**config.mk**
```make
export PLATFORM = sky130hd
export DESIGN_NAME = button_sensor
export DESIGN_NICKNAME = d
export VERILOG_FILES = /design/src/rtl/button_sensor.sv
export SDC_FILE = /design/constraint.sdc
export NUM_CORES = 1
export LEC_CHECK = 0
export CAP_MARGIN = 20
export CORE_MARGIN = 2
export CORE_UTILIZATION = 33
export CTS_BUF_LIST = sky130_fd_sc_hd__clkbuf_8
export CTS_CLUSTER_SIZE = 28
export DETAILED_ROUTE_END_ITERATION = 10
export SYNTH_ARGS = -nofsm -noshare
export SYNTH_HDL_FRONTEND = slang
export SYNTH_SLANG_ARGS = --single-unit
```
**constraint.sdc**
```tcl
create_clock -name HCLK -period 2.9 [get_ports HCLK]
set_clock_uncertainty 0.05 [all_clocks]
set_input_delay 0.87 -clock HCLK [delete_from_list [all_inputs] [get_ports HCLK]]
set_output_delay 0.87 -clock HCLK [all_outputs]
set_load 0.1 [all_outputs]
```
**src/rtl/button_sensor.sv**
```systemverilog
// AHB-Lite input peripheral: synchronises and debounces two buttons and two reed sensors,
// latches sticky read-to-clear events, counts fork/crank pulses and runs a free tick timer.
module button_sensor #(
    parameter int unsigned DEBOUNCE_CYCLES = 4,
    parameter int unsigned TICK_DIV        = 32
) (
    input  logic        HCLK,
    input  logic        HRESETn,
    input  logic [31:0] HADDR,
    input  logic [31:0] HWDATA,
    input  logic        HWRITE,
    input  logic        HREADY,
    input  logic        HSEL,
    input  logic [2:0]  HSIZE,
    input  logic [1:0]  HTRANS,
    output logic [31:0] HRDATA,
    output logic        HREADYOUT,
    input  logic        nMode,
    input  logic        nTrip,
    input  logic        nFork,
    input  logic        nCrank,
    output logic        IRQ
);
    localparam int unsigned NUM_IN = 4;
    localparam int unsigned DB_W   = 8;
    localparam int unsigned CNT_W  = 16;
    localparam int unsigned DATA_W = 32;
    localparam int unsigned OFS_W  = 3;
    localparam int unsigned IN_FORK  = 2;
    localparam int unsigned IN_CRANK = 3;

    localparam logic [DB_W-1:0]  DB_LAST    = DB_W'(DEBOUNCE_CYCLES - 1);
    localparam logic [CNT_W-1:0] PRESC_LAST = CNT_W'(TICK_DIV - 1);
    localparam logic [OFS_W-1:0] OFS_STATUS = OFS_W'(0);
    localparam logic [OFS_W-1:0] OFS_FORK   = OFS_W'(1);
    localparam logic [OFS_W-1:0] OFS_CRANK  = OFS_W'(2);
    localparam logic [OFS_W-1:0] OFS_TIMER  = OFS_W'(3);

    typedef struct packed {
        logic             valid;
        logic             write;
        logic [OFS_W-1:0] addr;
    } bus_cap_t;

    logic [NUM_IN-1:0]            raw_c;
    logic [NUM_IN-1:0]            sync1_q, sync2_q;
    logic [NUM_IN-1:0]            db_q, db_d;
    logic [NUM_IN-1:0][DB_W-1:0]  dcnt_q, dcnt_d;
    logic [NUM_IN-1:0]            event_c;
    bus_cap_t                     bus_q, bus_d;
    logic                         rd_c, wr_c, tick_c;
    logic [NUM_IN-1:0]            status_q, status_d;
    logic [CNT_W-1:0]             fork_cnt_q, fork_cnt_d;
    logic [CNT_W-1:0]             crank_cnt_q, crank_cnt_d;
    logic [CNT_W-1:0]             timer_q, timer_d;
    logic [CNT_W-1:0]             presc_q, presc_d;
    logic [DATA_W-1:0]            rdata_c;
    logic                         unused_c;

    assign raw_c = {nCrank, nFork, nTrip, nMode};

    always_ff @(posedge HCLK or negedge HRESETn) begin
        if (!HRESETn) begin
            sync1_q     <= '1;
            sync2_q     <= '1;
            db_q        <= '1;
            dcnt_q      <= '0;
            bus_q       <= '0;
            status_q    <= '0;
            fork_cnt_q  <= '0;
            crank_cnt_q <= '0;
            timer_q     <= '0;
            presc_q     <= '0;
        end else begin
            sync1_q     <= raw_c;
            sync2_q     <= sync1_q;
            db_q        <= db_d;
            dcnt_q      <= dcnt_d;
            bus_q       <= bus_d;
            status_q    <= status_d;
            fork_cnt_q  <= fork_cnt_d;
            crank_cnt_q <= crank_cnt_d;
            timer_q     <= timer_d;
            presc_q     <= presc_d;
        end
    end

    // Debounce: count consecutive cycles the synchronised level disagrees with db
    always_comb begin
        db_d   = db_q;
        dcnt_d = '0;
        for (int i = 0; i < NUM_IN; i++) begin
            if (sync2_q[i] != db_q[i]) begin
                if (dcnt_q[i] == DB_LAST) begin
                    db_d[i] = sync2_q[i];
                end else begin
                    dcnt_d[i] = dcnt_q[i] + DB_W'(1);
                end
            end
        end
    end

    assign event_c = db_q & ~db_d;

    // Address-phase capture
    always_comb begin
        bus_d = '0;
        if (HSEL && HREADY && HTRANS[1]) begin
            bus_d.valid = 1'b1;
            bus_d.write = HWRITE;
            bus_d.addr  = HADDR[4:2];
        end
    end

    assign rd_c = bus_q.valid & ~bus_q.write;
    assign wr_c = bus_q.valid &  bus_q.write;

    // Clears are applied before events so a coincident event survives
    always_comb begin
        status_d    = status_q;
        fork_cnt_d  = fork_cnt_q;
        crank_cnt_d = crank_cnt_q;
        timer_d     = timer_q;
        tick_c      = (presc_q == PRESC_LAST);
        presc_d     = tick_c ? '0 : presc_q + CNT_W'(1);
        if (tick_c) begin
            timer_d = timer_q + CNT_W'(1);
        end
        if (rd_c && (bus_q.addr == OFS_STATUS)) begin
            status_d = '0;
        end
        if (wr_c) begin
            case (bus_q.addr)
                OFS_FORK:  fork_cnt_d  = '0;
                OFS_CRANK: crank_cnt_d = '0;
                OFS_TIMER: begin
                    timer_d = '0;
                    presc_d = '0;
                end
                default: ;
            endcase
        end
        status_d = status_d | event_c;
        if (event_c[IN_FORK]) begin
            fork_cnt_d = fork_cnt_d + CNT_W'(1);
        end
        if (event_c[IN_CRANK]) begin
            crank_cnt_d = crank_cnt_d + CNT_W'(1);
        end
    end

    always_comb begin
        rdata_c = '0;
        if (rd_c) begin
            case (bus_q.addr)
                OFS_STATUS: rdata_c = DATA_W'(status_q);
                OFS_FORK:   rdata_c = DATA_W'(fork_cnt_q);
                OFS_CRANK:  rdata_c = DATA_W'(crank_cnt_q);
                OFS_TIMER:  rdata_c = DATA_W'(timer_q);
                default:    rdata_c = '0;
            endcase
        end
    end

    assign HRDATA    = rdata_c;
    assign HREADYOUT = 1'b1;
    assign IRQ       = |status_q;

    assign unused_c = ^{HWDATA, HSIZE, HADDR[31:5], HADDR[1:0], HTRANS[0]};

endmodule

```
==> results.sh, run 1 <==
export IMPL_start_kind="flip-flop"
export IMPL_htree_num_levels=4
export IMPL_portBuffers=29
export IMPL_synth_warnings=0
export IMPL_wl_per_cell_um=14.70
export IMPL_final_common_cell="dfrtp_1"
export IMPL_initial_utilization=0.3396
export IMPL_totalWireLength_um=13510
export IMPL_fin_crit_ps=2813
export IMPL_num_vias=4836
export IMPL_firstDrtPassIters=4
export IMPL_numClockSinks=117
export IMPL_synth_edf_count=0
export IMPL_drt_iter0_drc=254
export IMPL_synth_area_per_cell_um2=9.750
export IMPL_status="finished clean"
export IMPL_ys_seq_area_frac=0.4776
export IMPL_p_sw_mw=1.484
export IMPL_synthDistinctLibCells=48
export IMPL_gp_congestion=0.8408
export IMPL_critical_path_peak_fanout=8
export IMPL_die_h_um=140.7
export IMPL_cts_buffers=17
export IMPL_synthCells=632
export IMPL_dp_hpwl_um=9682
export IMPL_crit_type="flip-flop to primary output"
export IMPL_switching_share=0.3319
export IMPL_wl_met3_um=344
export IMPL_synth_ff_type="dfrtp_1"
export IMPL_antenna_cells=0
export IMPL_die_x_um=140.7
export IMPL_hp_class="flip-flop to flip-flop"
export IMPL_rows=49
export IMPL_clkTransAtPathRegs_ps=70
export IMPL_nets=763
export IMPL_grt_use_total=0.1456
export IMPL_max_cap_violations=0
export IMPL_syn_to_final_growth_pct=19.90
export IMPL_fin_area_mm2=0.007388
export IMPL_p_int_mw=2.989
export IMPL_finalSetupTns_ps=0
export IMPL_worst_pin_slew_ps=581.4
export IMPL_post_route_util=0.4071
export IMPL_p_leak_nw=3.029
export IMPL_grt_pass1_wl_um=23280
export IMPL_ir_worst_vdd_uv=958.1
export IMPL_cp_end_kind="primary output"
export IMPL_final_cell_mix="dfrtp_1, nor2_1, a21oi_1"
export IMPL_die_area_mm2=0.01978
export IMPL_cts_tree="yes"
export IMPL_io_pins=112
export IMPL_p_per_area_mw_per_mm2=605.4
export IMPL_setup_violations=0
export IMPL_syn_area_mm2=0.006162
export IMPL_timing_slew_headroom=0.6115
export IMPL_antenna_found_initial=0
export IMPL_timing_final_ws_setup_ps=87.34
export IMPL_synthArstFlopShare=1.000
export IMPL_hold_violations=0
export IMPL_ys_seq_elements=117
export IMPL_viasPerCell=5.262
export IMPL_clkPwrFrac=0.337
export IMPL_seqPwrFrac=0.458
export IMPL_overflow=0
export IMPL_period_share=0.9699
export IMPL_place_area_mm2=0.006912
export IMPL_drive_gt1_frac=0.1580
export IMPL_grt_pass1_vias=4964
export IMPL_ant_nets=0
export IMPL_grt_max_degree=45
export IMPL_finalMaxSlewViolations=0
export IMPL_route_detailed_drc=0
export IMPL_clock_fmax_mhz=355.5
export IMPL_cts_buffer_depth=2
export IMPL_met1_length_um=6154
export IMPL_cp_data_arrival_time_ps=1890
export IMPL_coreArea_mm2=0.01815
export IMPL_clock_root_buffer="clkbuf_8"
export IMPL_post_place_ws_ps=116.6
export IMPL_worstPathRequired_ps=1980
export IMPL_hold_ws_ps=307.1
export IMPL_combPwrFrac=0.205
export IMPL_rsz0062_at_grt="false"
export IMPL_clock_latency_ps=440
export IMPL_dr_wl_met2_um=6725
export IMPL_highest_layer="met4"
-- area by class of cell --
cell class | instances | area [um2]
Inverter | 7 | 30.03
Multi-Input combinational cell | 492 | 3156
Fill cell | 1748 | 10760
Sequential cell | 117 | 2944
Timing Repair Buffer | 42 | 571.8
Clock inverter | 15 | 166.4
Tap cell | 229 | 286.5
Clock buffer | 17 | 234.0
-- worst paths after layout --
kind / slack, ps / from / endpoint / depth (start not counted)
worst max register to register: 340 / bus_q[0]$_DFF_PN0_ / fork_cnt_q[12]$_DFF_PN0_ / 9
max in group asynchronous: 1720 / HRESETn / sync2_q[3]$_DFF_PN1_ / 2
worst min-delay path: 310 / sync1_q[1]$_DFF_PN1_ / sync2_q[1]$_DFF_PN1_ / 0
worst min register to register: 310 / sync1_q[1]$_DFF_PN1_ / sync2_q[1]$_DFF_PN1_ / 0
worst max-delay path: 90 / bus_q[2]$_DFF_PN0_ / HRDATA[0] / 4
min in group asynchronous: 370 / HRESETn / dcnt_q[19]$_DFF_PN0_ / 1
-- power by group through the flow --
stage                     Combinational, mW  Clock [mW]  Sequential (mW)
after floorplan                       0.741           0             2.02
after global placement                0.894           0             2.06
after detailed placement              0.915           0             2.07
after CTS                             0.923        1.55             2.04
after global routing                   1.01        1.62             2.08
final                                 0.918        1.51             2.05
-- critical path, stage by stage, from the launching register on --
cell and delay, ps:
dfrtp_1 400, or3b_4 430, buf_4 210, nor2_2 210, buf_12 200
-- sequential cells by signal, summed over array words and instances, names as in the netlist --
name and count:
dcnt_q 32, crank_cnt_q 16, fork_cnt_q 16, presc_q 16, timer_q 16, bus_q 5, db_q 4, status_q 4
sync1_q 4, sync2_q 4
-- repair_timing --
| item | 4_1_cts | 5_1_grt |
|---|---|---|
| setup endpoints to repair | 16 | 15 |
| hold buffers | 0 | 0 |
| buffers inserted | 0 | 6 |
| pin swaps | 0 | 1 |
| gates resized for setup | 2 | 4 |
-- routing by layer --
layer / GRT usage / vias to the layer above
met1: 0.1819 / 2414
met2: 0.2401 / 72
met4: 0.06842 / 0
met5: 0 / -
met3: 0.03329 / 21
li1: - / 2329
-- Yosys cell counts, types with 4 or more instances --
library cell | instances | area, um2
a21oi_1 | 48 | 240.2
and2_1 | 15 | 93.84
and3_1 | 18 | 112.6
and4_1 | 10 | 87.58
buf_4 | 17 | 127.6
clkbuf_1 | 9 | 33.78
dfrtp_1 | 105 | 2628
dfstp_2 | 12 | 315.3
ha_1 | 8 | 100.1
inv_1 | 7 | 26.28
mux2_2 | 6 | 67.56
mux2i_1 | 25 | 250.2
nand2_1 | 39 | 146.4
nand2b_1 | 7 | 43.79
nand3_1 | 41 | 205.2
nand4_1 | 19 | 118.9
nor2_1 | 73 | 274.0
nor3_1 | 7 | 35.03
nor4_1 | 4 | 25.02
o21ai_0 | 23 | 115.1
o21ai_1 | 6 | 30.03
o22a_1 | 4 | 35.03
o31ai_1 | 8 | 60.06
or3_1 | 28 | 175.2
or4_1 | 10 | 75.07
xnor2_1 | 14 | 122.6
xor2_1 | 32 | 280.3
-- logic make-up (layout without fill, tap and decap cells) --
group | after synthesis | in the layout | share of synthesized area
and+or+nand+nor | 297 | 297 | 0.2709
DFF | 117 | 117 | 0.4776
other | 2 | 17 | 0.001219
xor gates and xnor gates | 46 | 46 | 0.06538
adders and majority gates | 8 | 8 | 0.01624
muxes | 31 | 31 | 0.05157
AOI/OAI and AO/OA | 93 | 93 | 0.08305
buffers and inverters | 38 | 81 | 0.03411
-- per-stage QoR --
step	instances	power [mW]
finish	919	4.473
global route	919	4.716
CTS	913	4.519
detailed placement	881	2.987
global placement	881	2.954
floorplan	647	2.757
Note: power is estimated with default switching activity, not from simulation.
==> inputs of run 2 (changes only) <==
--- a/config.mk
+++ b/config.mk
@@ -7,7 +7,7 @@
 export LEC_CHECK = 0
 export CAP_MARGIN = 20
 export CORE_MARGIN = 2
-export CORE_UTILIZATION = 33
+export CORE_UTILIZATION = 40
 export CTS_BUF_LIST = sky130_fd_sc_hd__clkbuf_8
 export CTS_CLUSTER_SIZE = 28
 export DETAILED_ROUTE_END_ITERATION = 10
==> run 2 against run 1 <==
Clock power down 11%. Non-clock buffer count down 5. Setup slack better by 9.8 ps. Die area down 17%. Clock-buffer cell count up 1. Combinational power down 1%. First-iteration DRC count up 16%. Critical path type unchanged. Critical endpoint is now HRDATA[15]. Largest cell class unchanged. Highest routed layer unchanged.
==> results.sh, run 2 (synthesis results as in run 1) <==
export IMPL_status="finished clean"
export IMPL_overflow=0
export IMPL_drive_gt1_frac=0.1474
export IMPL_fin_cells=873
export IMPL_reg2regPathDepth=8
export IMPL_die_h_um=128.1
export IMPL_post_route_util=0.4791
export IMPL_nets=758
export IMPL_p_sw_mw=1.463
export IMPL_hold_ws_ps=305.6
export IMPL_grt_pass1_vias=4658
export IMPL_p_per_area_mw_per_mm2=591.3
export IMPL_r2r_start="bus_q[1]$_DFF_PN0_"
export IMPL_worstHoldEndpoint="sync2_q[0]$_DFF_PN1_"
export IMPL_critPathLaunch="bus_q[3]$_DFF_PN0_"
export IMPL_wl_per_cell_um=15.05
export IMPL_grt_use_total=0.1729
export IMPL_p_int_mw=2.828
export IMPL_cts_tree="yes"
export IMPL_htree_num_levels=4
export IMPL_largest_reg_flops=32
export IMPL_regMostFlops="dcnt_q"
export IMPL_start_kind="flip-flop"
export IMPL_worstPathCellList="or3b_4 -> nor2_1 -> buf_12"
export IMPL_p_total_mw=4.291
export IMPL_initial_utilization=0.4069
export IMPL_numClockSinks=117
export IMPL_ir_worst_vdd_uv=830.2
export IMPL_critical_path_peak_fanout=16
export IMPL_grt_pass1_wl_um=22360
export IMPL_p_leak_nw=3.012
export IMPL_syn_to_final_growth_pct=17.77
export IMPL_min_from="sync1_q[0]$_DFF_PN1_"
export IMPL_hold_depth=0
export IMPL_gp_congestion=0.8072
export IMPL_clock_root_buffer="clkbuf_8"
export IMPL_fin_crit_ps=2803
export IMPL_clkTransAtPathRegs_ps=60
export IMPL_cts_buffer_depth=2
export IMPL_final_common_cell="dfrtp_1"
export IMPL_ant_nets=0
export IMPL_timing_slew_headroom=0.5659
export IMPL_seqPwrFrac=0.477
export IMPL_finalMaxSlewViolations=0
export IMPL_rows=45
export IMPL_die_x_um=128.1
export IMPL_cp_data_arrival_time_ps=1880
export IMPL_clkPwrFrac=0.312
export IMPL_hold_violations=0
export IMPL_crit_buf_inv=1
export IMPL_worst_pin_slew_ps=651.1
export IMPL_viasPerCell=5.482
export IMPL_reg2reg_to="fork_cnt_q[8]$_DFF_PN0_"
export IMPL_route_detailed_drc=0
export IMPL_ff2ff_setup_slack_ps=510
export IMPL_cts_buffers=17
export IMPL_firstDrtPassIters=4
export IMPL_coreArea_mm2=0.01515
export IMPL_die_area_mm2=0.01641
export IMPL_num_vias=4786
export IMPL_period_share=0.9665
export IMPL_dp_cells=841
export IMPL_crit_type="flip-flop to primary output"
export IMPL_drt_iter0_drc=295
export IMPL_place_area_mm2=0.006880
export IMPL_antenna_found_initial=0
export IMPL_max_stage_delay_ps=580
export IMPL_combPwrFrac=0.212
export IMPL_portBuffers=29
export IMPL_setup_violations=0
export IMPL_clock_fmax_mhz=356.8
export IMPL_grt_max_degree=48
export IMPL_hp_class="flip-flop to flip-flop"
export IMPL_cp_end_kind="primary output"
export IMPL_antenna_cells=0
export IMPL_postCtsSetupRepairBufs=0
export IMPL_totalWireLength_um=13140
export IMPL_crit_family="simple AND/OR/NAND/NOR gates"
export IMPL_max_cap_violations=0
export IMPL_clock_latency_ps=430
export IMPL_final_cell_mix="dfrtp_1, nor2_1, a21oi_1"
export IMPL_io_pins=112
export IMPL_worstPathRequired_ps=1980
export IMPL_fin_area_mm2=0.007257
export IMPL_dp_hpwl_um=9335
export IMPL_switching_share=0.3409
export IMPL_slowest_stage="or3b_4"
run 2: power by group through the flow:
stage,registers (mW),logic (mW),clock network [mW]
finish,2.05,0.908,1.34
global route,2.08,0.995,1.46
CTS,2.04,0.918,1.39
detailed placement,2.07,0.914,0
global placement,2.07,0.901,0
floorplan,2.02,0.741,0
run 2: final cells by class:
| class | instances | area [um2] |
|---|---|---|
| fillers | 1403 | 7889 |
| multi-input cells | 492 | 3167 |
| flip-flops and latches | 117 | 2943 |
| repair buffers | 37 | 534.3 |
| clock buffers | 18 | 247.7 |
| well taps | 188 | 235.2 |
| clock inverters | 14 | 103.9 |
| inverters | 7 | 26.28 |
run 2: worst max path at each step:
stage	cells past startpoint	slack [ps]	end
floorplan	3	-330	HRDATA[15]
global placement	3	310	HRDATA[4]
detailed placement	3	290	HRDATA[15]
CTS	6	5	HRDATA[7]
global route	6	-20	HRDATA[11]
finish	3	100	HRDATA[15]
run 2: metal layers:
| metal | vias to the layer above | routed length, um | global-route usage |
|---|---|---|---|
| met3 | 21 | 503 | 0.04758 |
| met2 | 90 | 6341 | 0.2809 |
| li1 | 2316 | - | - |
| met4 | 0 | 240 | 0.06399 |
| met5 | - | 0 | 0 |
| met1 | 2359 | 6055 | 0.2214 |
run 2: per-stage QoR:
step                setup WS, ps  TNS (ps)
global placement           311.2         0
finish                     97.18         0
floorplan                 -330.3    -932.3
global route              -20.83    -20.83
detailed placement         291.2         0
CTS                        5.257         0
run 2: what timing repair did:
action                     4_1_cts  5_1_grt
hold buffers                     0        0
gates resized for setup          1        6
setup endpoints to repair       16       10
